--- src/rtl/fifo_pkg.sv ---
// Shared types and helpers for the async FIFO write/read controllers.
package fifo_pkg;

    // Widest pointer the gray helpers handle; callers zero-extend narrower pointers.
    localparam int unsigned PTR_MAX_W   = 16;
    localparam int unsigned NUM_REQ_DEF = 4;
    localparam int unsigned GRANT_W_DEF = $clog2(NUM_REQ_DEF);

    typedef enum logic {
        ARB  = 1'b0,
        HOLD = 1'b1
    } arb_state_t;

    // Both conversions are width-independent as long as unused upper bits are zero.
    function automatic logic [PTR_MAX_W-1:0] bin2gray(input logic [PTR_MAX_W-1:0] b);
        return b ^ (b >> 1);
    endfunction

    // Prefix XOR from the MSB down, done in log2 steps.
    function automatic logic [PTR_MAX_W-1:0] gray2bin(input logic [PTR_MAX_W-1:0] g);
        logic [PTR_MAX_W-1:0] b;
        b = g;
        for (int unsigned s = 1; s < PTR_MAX_W; s = s << 1) begin
            b = b ^ (b >> s);
        end
        return b;
    endfunction

endpackage

--- src/rtl/rr_arbiter.sv ---
// Combinational round-robin search: first valid requester at or above rr_ptr_i, wrapping.
module rr_arbiter
    import fifo_pkg::*;
#(
    parameter int unsigned N  = NUM_REQ_DEF,
    parameter int unsigned GW = GRANT_W_DEF
) (
    input  logic [N-1:0]  valid_i,
    input  logic [GW-1:0] rr_ptr_i,
    output logic [N-1:0]  grant_o,
    output logic [GW-1:0] grant_idx_o,
    output logic          any_o
);

    int unsigned   idx;
    logic [GW-1:0] idx_w;

    // Scan N positions starting at rr_ptr_i; the first valid one wins.
    always_comb begin
        grant_o     = '0;
        grant_idx_o = '0;
        any_o       = 1'b0;
        idx         = 0;
        idx_w       = '0;
        for (int unsigned k = 0; k < N; k++) begin
            idx   = (32'(rr_ptr_i) + k) % N;
            idx_w = GW'(idx);
            if (!any_o && valid_i[idx_w]) begin
                any_o          = 1'b1;
                grant_o[idx_w] = 1'b1;
                grant_idx_o    = idx_w;
            end
        end
    end

endmodule

--- src/rtl/fifo_wr_arbiter.sv ---
// Write-domain controller of the async FIFO: round-robin write-port sharing with
// packet locking, write pointer ownership, full flag and fill level.
module fifo_wr_arbiter
    import fifo_pkg::*;
#(
    parameter int unsigned address_Size = 3,
    parameter int unsigned data_Width   = 8,
    parameter int unsigned NUM_REQ      = NUM_REQ_DEF
) (
    input  logic                            w_Clk,
    input  logic                            w_Rst,
    input  logic [NUM_REQ-1:0]              req_Valid,
    input  logic [NUM_REQ-1:0]              req_Last,
    input  logic [NUM_REQ*data_Width-1:0]   req_Data,
    output logic [NUM_REQ-1:0]              req_Ready,
    input  logic [address_Size:0]           wsync_Rptr,
    output logic                            w_En,
    output logic [address_Size-1:0]         w_Addr,
    output logic [data_Width-1:0]           w_Data,
    output logic [address_Size:0]           w_Ptr,
    output logic                            w_Full,
    output logic [address_Size:0]           w_Level,
    output logic [$clog2(NUM_REQ)-1:0]      grant_Id
);

    localparam int unsigned PW = address_Size + 1;
    localparam int unsigned GW = $clog2(NUM_REQ);
    // Inverting the top two gray bits gives "one lap ahead"; works down to PW=2.
    localparam logic [PW-1:0] FULL_MASK = PW'(3) << (PW - 2);

    arb_state_t       state_q;
    logic [GW-1:0]    owner_q;
    logic [GW-1:0]    rr_q;
    logic [PW-1:0]    bin_q;
    logic [PW-1:0]    gray_q;
    logic             full_q;
    logic [PW-1:0]    level_q;

    logic [NUM_REQ-1:0] arb_onehot;
    logic [GW-1:0]      arb_idx;
    logic               arb_any;

    logic [NUM_REQ-1:0] grant_vec;
    logic [GW-1:0]      grantee;
    logic [GW-1:0]      rr_next;
    logic               last_beat;
    logic [PW-1:0]      bin_d;
    logic [PW-1:0]      gray_d;
    logic               full_d;
    logic [PW-1:0]      level_d;
    logic [PW-1:0]      rptr_bin;

    rr_arbiter #(
        .N  (NUM_REQ),
        .GW (GW)
    ) u_rr (
        .valid_i     (req_Valid),
        .rr_ptr_i    (rr_q),
        .grant_o     (arb_onehot),
        .grant_idx_o (arb_idx),
        .any_o       (arb_any)
    );

    // Grant selection, handshake, memory write port and next pointer/flag values.
    always_comb begin
        grant_vec = '0;
        if (state_q == HOLD) begin
            grantee            = owner_q;
            grant_vec[owner_q] = 1'b1;
        end else begin
            grantee   = arb_idx;
            grant_vec = arb_onehot;
        end

        req_Ready = (full_q || w_Rst) ? '0 : grant_vec;
        w_En      = |(req_Valid & req_Ready);
        w_Data    = req_Data[grantee*data_Width +: data_Width];
        w_Addr    = bin_q[address_Size-1:0];
        grant_Id  = w_Rst ? '0 : grantee;
        last_beat = req_Last[grantee];
        rr_next   = (grantee == GW'(NUM_REQ - 1)) ? '0 : grantee + 1'b1;

        bin_d    = bin_q + PW'(w_En);
        gray_d   = PW'(bin2gray(PTR_MAX_W'(bin_d)));
        rptr_bin = PW'(gray2bin(PTR_MAX_W'(wsync_Rptr)));
        full_d   = (gray_d == (wsync_Rptr ^ FULL_MASK));
        level_d  = bin_d - rptr_bin;
    end

    // Write pointer, full flag and fill level registers.
    always_ff @(posedge w_Clk) begin
        if (w_Rst) begin
            bin_q   <= '0;
            gray_q  <= '0;
            full_q  <= 1'b0;
            level_q <= '0;
        end else begin
            bin_q   <= bin_d;
            gray_q  <= gray_d;
            full_q  <= full_d;
            level_q <= level_d;
        end
    end

    // Arbitration FSM: ARB picks round-robin, HOLD keeps the port until the last beat.
    always_ff @(posedge w_Clk) begin
        if (w_Rst) begin
            state_q <= ARB;
            owner_q <= '0;
            rr_q    <= '0;
        end else if (w_En) begin
            case (state_q)
                ARB: begin
                    rr_q <= rr_next;
                    if (!last_beat) begin
                        state_q <= HOLD;
                        owner_q <= grantee;
                    end
                end
                HOLD: begin
                    if (last_beat) begin
                        state_q <= ARB;
                    end
                end
                default: state_q <= ARB;
            endcase
        end
    end

    assign w_Ptr   = gray_q;
    assign w_Full  = full_q;
    assign w_Level = level_q;

endmodule

--- config.mk ---
export PLATFORM = sky130hd
export DESIGN_NAME = fifo_wr_arbiter
export DESIGN_NICKNAME = d
export VERILOG_FILES = /design/src/rtl/fifo_pkg.sv /design/src/rtl/rr_arbiter.sv /design/src/rtl/fifo_wr_arbiter.sv
export SDC_FILE = /design/constraint.sdc
export NUM_CORES = 1
export LEC_CHECK = 0
export CAP_MARGIN = 10
export CORE_ASPECT_RATIO = 1.5
export CORE_MARGIN = 8
export CORE_UTILIZATION = 40
export DETAILED_ROUTE_END_ITERATION = 12
export PLACE_DENSITY = 0.85
export SLEW_MARGIN = 10
export SYNTH_ARGS = -nofsm -noshare
export SYNTH_HDL_FRONTEND = slang
export SYNTH_HIERARCHICAL = 1
export SYNTH_SLANG_ARGS = --single-unit
--- constraint.sdc ---
create_clock -name w_Clk -period 5.55 [get_ports w_Clk]
set_input_delay 1.11 -clock w_Clk [delete_from_list [all_inputs] [get_ports w_Clk]]
set_output_delay 1.11 -clock w_Clk [all_outputs]
set_load 0.05 [all_outputs]
==> impl_metrics.toml, run 1 <==
[synth]
synth-warning-count = 6
synth_nets = 214
synth_area_sq_mm = 0.00158
syn_avg_cell_area_sq_um = 9.99
syn-instance-count = 158

[layout]
final_cell_area_sq_mm = 0.00235
layout_commonest_cell = "sky130_fd_sc_hd__clkdlybuf4s50_1"
post_route_cells_drive_above_1_share_pct = 17.4
finalNetCount = 287
area_growth_pct = 48.6
layout.cells.most_common_list = "sky130_fd_sc_hd__clkdlybuf4s50_1, sky130_fd_sc_hd__nor2_1, sky130_fd_sc_hd__dfxtp_1, sky130_fd_sc_hd__buf_4, sky130_fd_sc_hd__mux4_2"
antenna-diode-count = 0

[timing]
min_period_over_period_pct = 93.4
max_freq_ghz = 0.193
setup_tns_ps = 0
timing.slew.headroom_pct = 64.8
final_count_of_pins_violating_max_slew = 0
actual_slew_at_the_worst_max_slew_pin_ps = 526
skew_ps = 1.75
hold-worst-slack_ps = 530
setup_violations = 0
report.final.hold_viol_count = 0
grt_setup_unrepaired = "false"
final_period_minus_worst_setup_slack_ps = 5180

[clock_network]
cts_setup_buffers = 0
ctsHoldBuffers = 0
clkLatencyLatePin_ps = 250
ctsResizeCount = 0
path_clk_slew_ps = 60
ctsHtreeMaxLevel = 1
cts.path.max_buffers = 2
clock_sink_count = 17
cts_buffers = 3
cts_root_buffer = "sky130_fd_sc_hd__clkbuf_8"
cts_tree = "built"

[die]
core_area_sq_mm = 0.00385
die_area_sq_mm = 0.00626
io_pins = 73
dieHeight_microns = 93.0
initial_utilization_pct = 41.0
die_width_microns = 67.3
rows = 28

[global_routing]
grt_first_pass_wirelength_microns = 7620
number_of_antenna_violations_at_the_first_check_in_global_routing = 0
all_layer_global_routing_usage_pct = 15.5
remaining_global_route_overflow = 0
first_global_vias = 1574
grt_start_max_net_pins = 21

[worst_hold_path]
hold_path.class = "flip-flop to flip-flop"
worstHoldStart = "owner_q[0]"

[pwr]
report.power.total_uw = 1480
power-per-cell-area_mw_per_mm2 = 632
power.static_leakage_uw = 0.000911
ir_drop_mv = 0.407

[detailed_routing]
ant_nets = 0
detail_route.first_pass.iterations = 4
detail_route.iter0.violations = 91
via_count = 1506
post-route-drc-count = 0
postRouteWirelength_microns = 4690
route.detailed.vias_per_inst = 5.48
wl_per_cell_microns = 17.0

[place]
place_hpwl_microns = 3880
port_buffers = 72
gp_routability_congestion = 0.851
placedInstanceArea_sq_mm = 0.00230

[run_status]
run_status = "finished clean"

[job]
cap_violations = 0

[critical_path]
cp.arrival_ps = 4070
worst_path_largest_cell_delay_ps = 800
critical_path_launch_point_type = "input pin"
critical_path_class = "input pin to output pin"
crit_top_cell = "sky130_fd_sc_hd__clkdlybuf4s50_1"
critPathLaunch = "req_Valid[3]"
critPathSlowestCell = "sky130_fd_sc_hd__clkdlybuf4s50_1"
timing.rr.start = "rr_q[1]"
critical_path_peak_fanout = 13
worst_setup_path_end_kind = "output pin"
crit_path_cell_trace = "clkdlybuf4s50_1 -> mux4_2 -> nor4b_4 -> a22oi_1 -> o21ai_0 -> nor2b_1 -> o21a_1 -> clkdlybuf4s50_1"
crit_required_ps = 4440
[area by class of cell]
type / count / area [sq um]
well taps: 45 / 56.3
inverters: 7 / 26.3
multi-input cells: 125 / 1150
repair buffers: 77 / 728
clock buffers: 4 / 45.0
fillers: 336 / 1510
flip-flops and latches: 17 / 340
[metal layers]
metal | vias to the layer above | track usage [%] | routed length (microns)
met2 | 31 | 29.2 | 2780
met5 | - | 0 | 0
li1 | 737 | - | -
met1 | 729 | 15.9 | 1630
met4 | 0 | 5.60 | 93
met3 | 9 | 3.14 | 179
[flip-flops by register name, summed over array words and instances, names as in the netlist]
register	flops
bin_q	4
owner_q	2
w_Level	4
rr_q	2
w_Full	1
w_Ptr	3
state_q	1
[through the flow]
step                worst slack, ps  instances  util, %
global placement                428        271     59.7
floorplan                       559        158        -
CTS                             396        275     60.9
global route                    207        275     60.9
finish                          367        275     60.9
detailed placement              416        271     59.7
[path summary, 6_finish.rpt]
check | end | slack [ps] | cells past startpoint
worst min register to register | owner_q[0] | 530 | 2
worst min-delay path | owner_q[0] | 530 | 2
worst max-delay path | req_Ready[3] | 370 | 8
worst max register to register | w_Full | 1170 | 16
[worst max-delay path: cells and delay by family]
family	cells	cell delay, ps
buffers and inverters	2	1310
multiplexers	1	660
AND/OR/NAND/NOR	2	620
AO/OA/AOI/OAI	3	360
[power breakdown]
part / leakage, uW / switching, uW / internal [uW]
Combinational: 0.000749 / 732 / 479
Sequential: 0.000139 / 27.2 / 154
Clock: 0.0000228 / 39.8 / 50.8
Total: 0.000911 / 799 / 683
(Power assumes the default switching activity.)
==> run 2, diff against run 1 <==
- RECOVER_POWER: unset -> 100
==> run 2 against run 1 <==
- combinational power is 3% lower
- clock skew is 0.88 ps lower
- first-iteration DRC count is 20% lower
- largest power group unchanged
- die area stayed put
- sequential share of layout area is 0.22 points higher
- critical path type unchanged
- worst setup slack worse by 99 ps
- non-clock buffer count stayed put
- largest cell class unchanged
- hold slack hardly changed
==> impl_metrics.toml, run 2 (synthesis results as in run 1) <==
[critical_path]
critical_path_launch_point_type = "input pin"
critical_path_peak_fanout = 13
endpoint_of_the_most_critical_register_to_register_path = "w_Full"
timing.rr.start = "rr_q[1]"
worst_setup_path_end_kind = "output pin"
crit_required_ps = 4440
cp.arrival_ps = 4170
reg2reg_depth = 16
critPathSlowestCell = "sky130_fd_sc_hd__clkdlybuf4s50_1"
reg2reg_setup_slack_ps = 1070
crit_path_max_delay_family = "buffers and inverters"
worst_path_largest_cell_delay_ps = 810
critical_path.n_buffers_inverters = 2
crit_path_cell_trace = "dlygate4sd3_1 -> mux4_2 -> nor4b_4 -> a22oi_1 -> o21ai_0 -> nor2b_1 -> o21a_1 -> clkdlybuf4s50_1"
critical_path_class = "input pin to output pin"

[clock_network]
cts_setup_buffers = 0
cts_root_buffer = "sky130_fd_sc_hd__clkbuf_8"
ctsResizeCount = 0
clkLatencyLatePin_ps = 250
cts_buffers = 3
cts.path.max_buffers = 2
cts_tree = "built"
path_clk_slew_ps = 60
ctsHtreeMaxLevel = 1
clock_sink_count = 17
ctsHoldBuffers = 0

[global_routing]
all_layer_global_routing_usage_pct = 15.5
first_global_vias = 1574
grt_start_max_net_pins = 21
remaining_global_route_overflow = 0
number_of_antenna_violations_at_the_first_check_in_global_routing = 0
grt_first_pass_wirelength_microns = 7620

[timing]
max_freq_ghz = 0.189
grt_setup_unrepaired = "false"
final_period_minus_worst_setup_slack_ps = 5280
actual_slew_at_the_worst_max_slew_pin_ps = 635
setup_tns_ps = 0
final_count_of_pins_violating_max_slew = 0
min_period_over_period_pct = 95.2
skew_ps = 0.862
report.final.hold_viol_count = 0
timing.slew.headroom_pct = 57.8
setup_violations = 0

[die]
dieHeight_microns = 93.0
rows = 28
die_width_microns = 67.3
die_area_sq_mm = 0.00626
io_pins = 73
core_area_sq_mm = 0.00385
initial_utilization_pct = 41.0

[detailed_routing]
postRouteWirelength_microns = 4670
via_count = 1506
wl_per_cell_microns = 17.0
detail_route.iter0.violations = 73
post-route-drc-count = 0
detail_route.first_pass.iterations = 4
ant_nets = 0
route.detailed.vias_per_inst = 5.48

[layout]
layout.cells.most_common_list = "sky130_fd_sc_hd__clkdlybuf4s50_1, sky130_fd_sc_hd__nor2_1, sky130_fd_sc_hd__dfxtp_1"
layout_commonest_cell = "sky130_fd_sc_hd__clkdlybuf4s50_1"
post_route_cells_drive_above_1_share_pct = 14.3
antenna-diode-count = 0
fillCellCount = 343
finalNetCount = 287
area_growth_pct = 46.4
post-route-util_pct = 60.0

[pwr]
p_switching_uw = 793
clkPwrFrac_pct = 6.3
seq_power_share_pct = 12.4
p_int_uw = 650
power_frac_comb_pct = 81.3
power.switching_fraction_pct = 55.0
ir_drop_mv = 0.402
power.static_leakage_uw = 0.000924
power-per-cell-area_mw_per_mm2 = 624

[place]
place_hpwl_microns = 3880
port_buffers = 72
gp_routability_congestion = 0.851

[worst_hold_path]
hold_path.class = "flip-flop to flip-flop"
hold_path_end = "owner_q[0]"
worstHoldPathCells = 2
worstHoldStart = "owner_q[0]"

[run_status]
run_status = "finished clean"

[job]
cap_violations = 0
## run 2: cell types whose count changed in the layout (fill, tap and decap cells not counted), moves of 3 or more
cell | previous run | this run
sky130_fd_sc_hd__clkdlybuf4s50_1 | 60 | 47
sky130_fd_sc_hd__dlygate4sd3_1 | 0 | 13
sky130_fd_sc_hd__buf_4 | 17 | 10
sky130_fd_sc_hd__clkbuf_1 | 1 | 5
sky130_fd_sc_hd__clkbuf_2 | 0 | 3
## run 2: cell type report
type | instances | area, sq um | area share, %
clock buffer | 4 | 45.0 | 1.95
multi-input combinational | 125 | 1140 | 49.2
tap | 45 | 56.3 | 2.44
inverter | 7 | 26.3 | 1.14
timing repair buffer | 77 | 706 | 30.5
sequential | 17 | 340 | 14.7
## run 2: stage by stage
stage / worst slack (ps) / total power [uW] / instance area, sq um / cells / hold slack, ps
5_1_grt: 105 / 1540 / 2310 / 275 / 580
6_report: 268 / 1440 / 2310 / 275 / 530
3_3_place_gp: 428 / 1380 / 2300 / 271 / 518
3_5_place_dp: 416 / 1400 / 2300 / 271 / 523
2_1_floorplan: 559 / 1110 / 1580 / 158 / 487
4_1_cts: 396 / 1490 / 2350 / 275 / 534
## run 2: power by group through the flow
stage | Sequential, uW | Clock, uW | Combinational [uW]
3_5_place_dp | 184 | 0 | 1210
3_3_place_gp | 183 | 0 | 1200
5_1_grt | 185 | 99.1 | 1260
4_1_cts | 181 | 93.8 | 1220
6_report | 179 | 91.0 | 1170
2_1_floorplan | 240 | 0 | 865
## run 2: worst min-delay path, delay by kind of cell, from the launching register on
family          cells  cell delay, ps
flops               1             350
compound gates      1              60
simple gates        1              80
## run 2: worst max-delay path by stage
stage / from / end / slack (ps) / cells after the start
finish: req_Valid[3] / req_Ready[0] / 270 / 8
detailed placement: req_Valid[3] / req_Ready[1] / 420 / 8
floorplan: req_Valid[0] / w_Full / 560 / 13
CTS: req_Valid[3] / req_Ready[0] / 400 / 8
global placement: req_Valid[3] / req_Ready[0] / 430 / 8
global route: req_Valid[3] / w_Data[4] / 100 / 9
## run 2: metal layers
layer | global-route usage, % | share of wire, %
met2 | 29.2 | 59
met5 | 0 | 0
met1 | 15.9 | 35
met3 | 3.14 | 3.6
met4 | 5.60 | 2.0
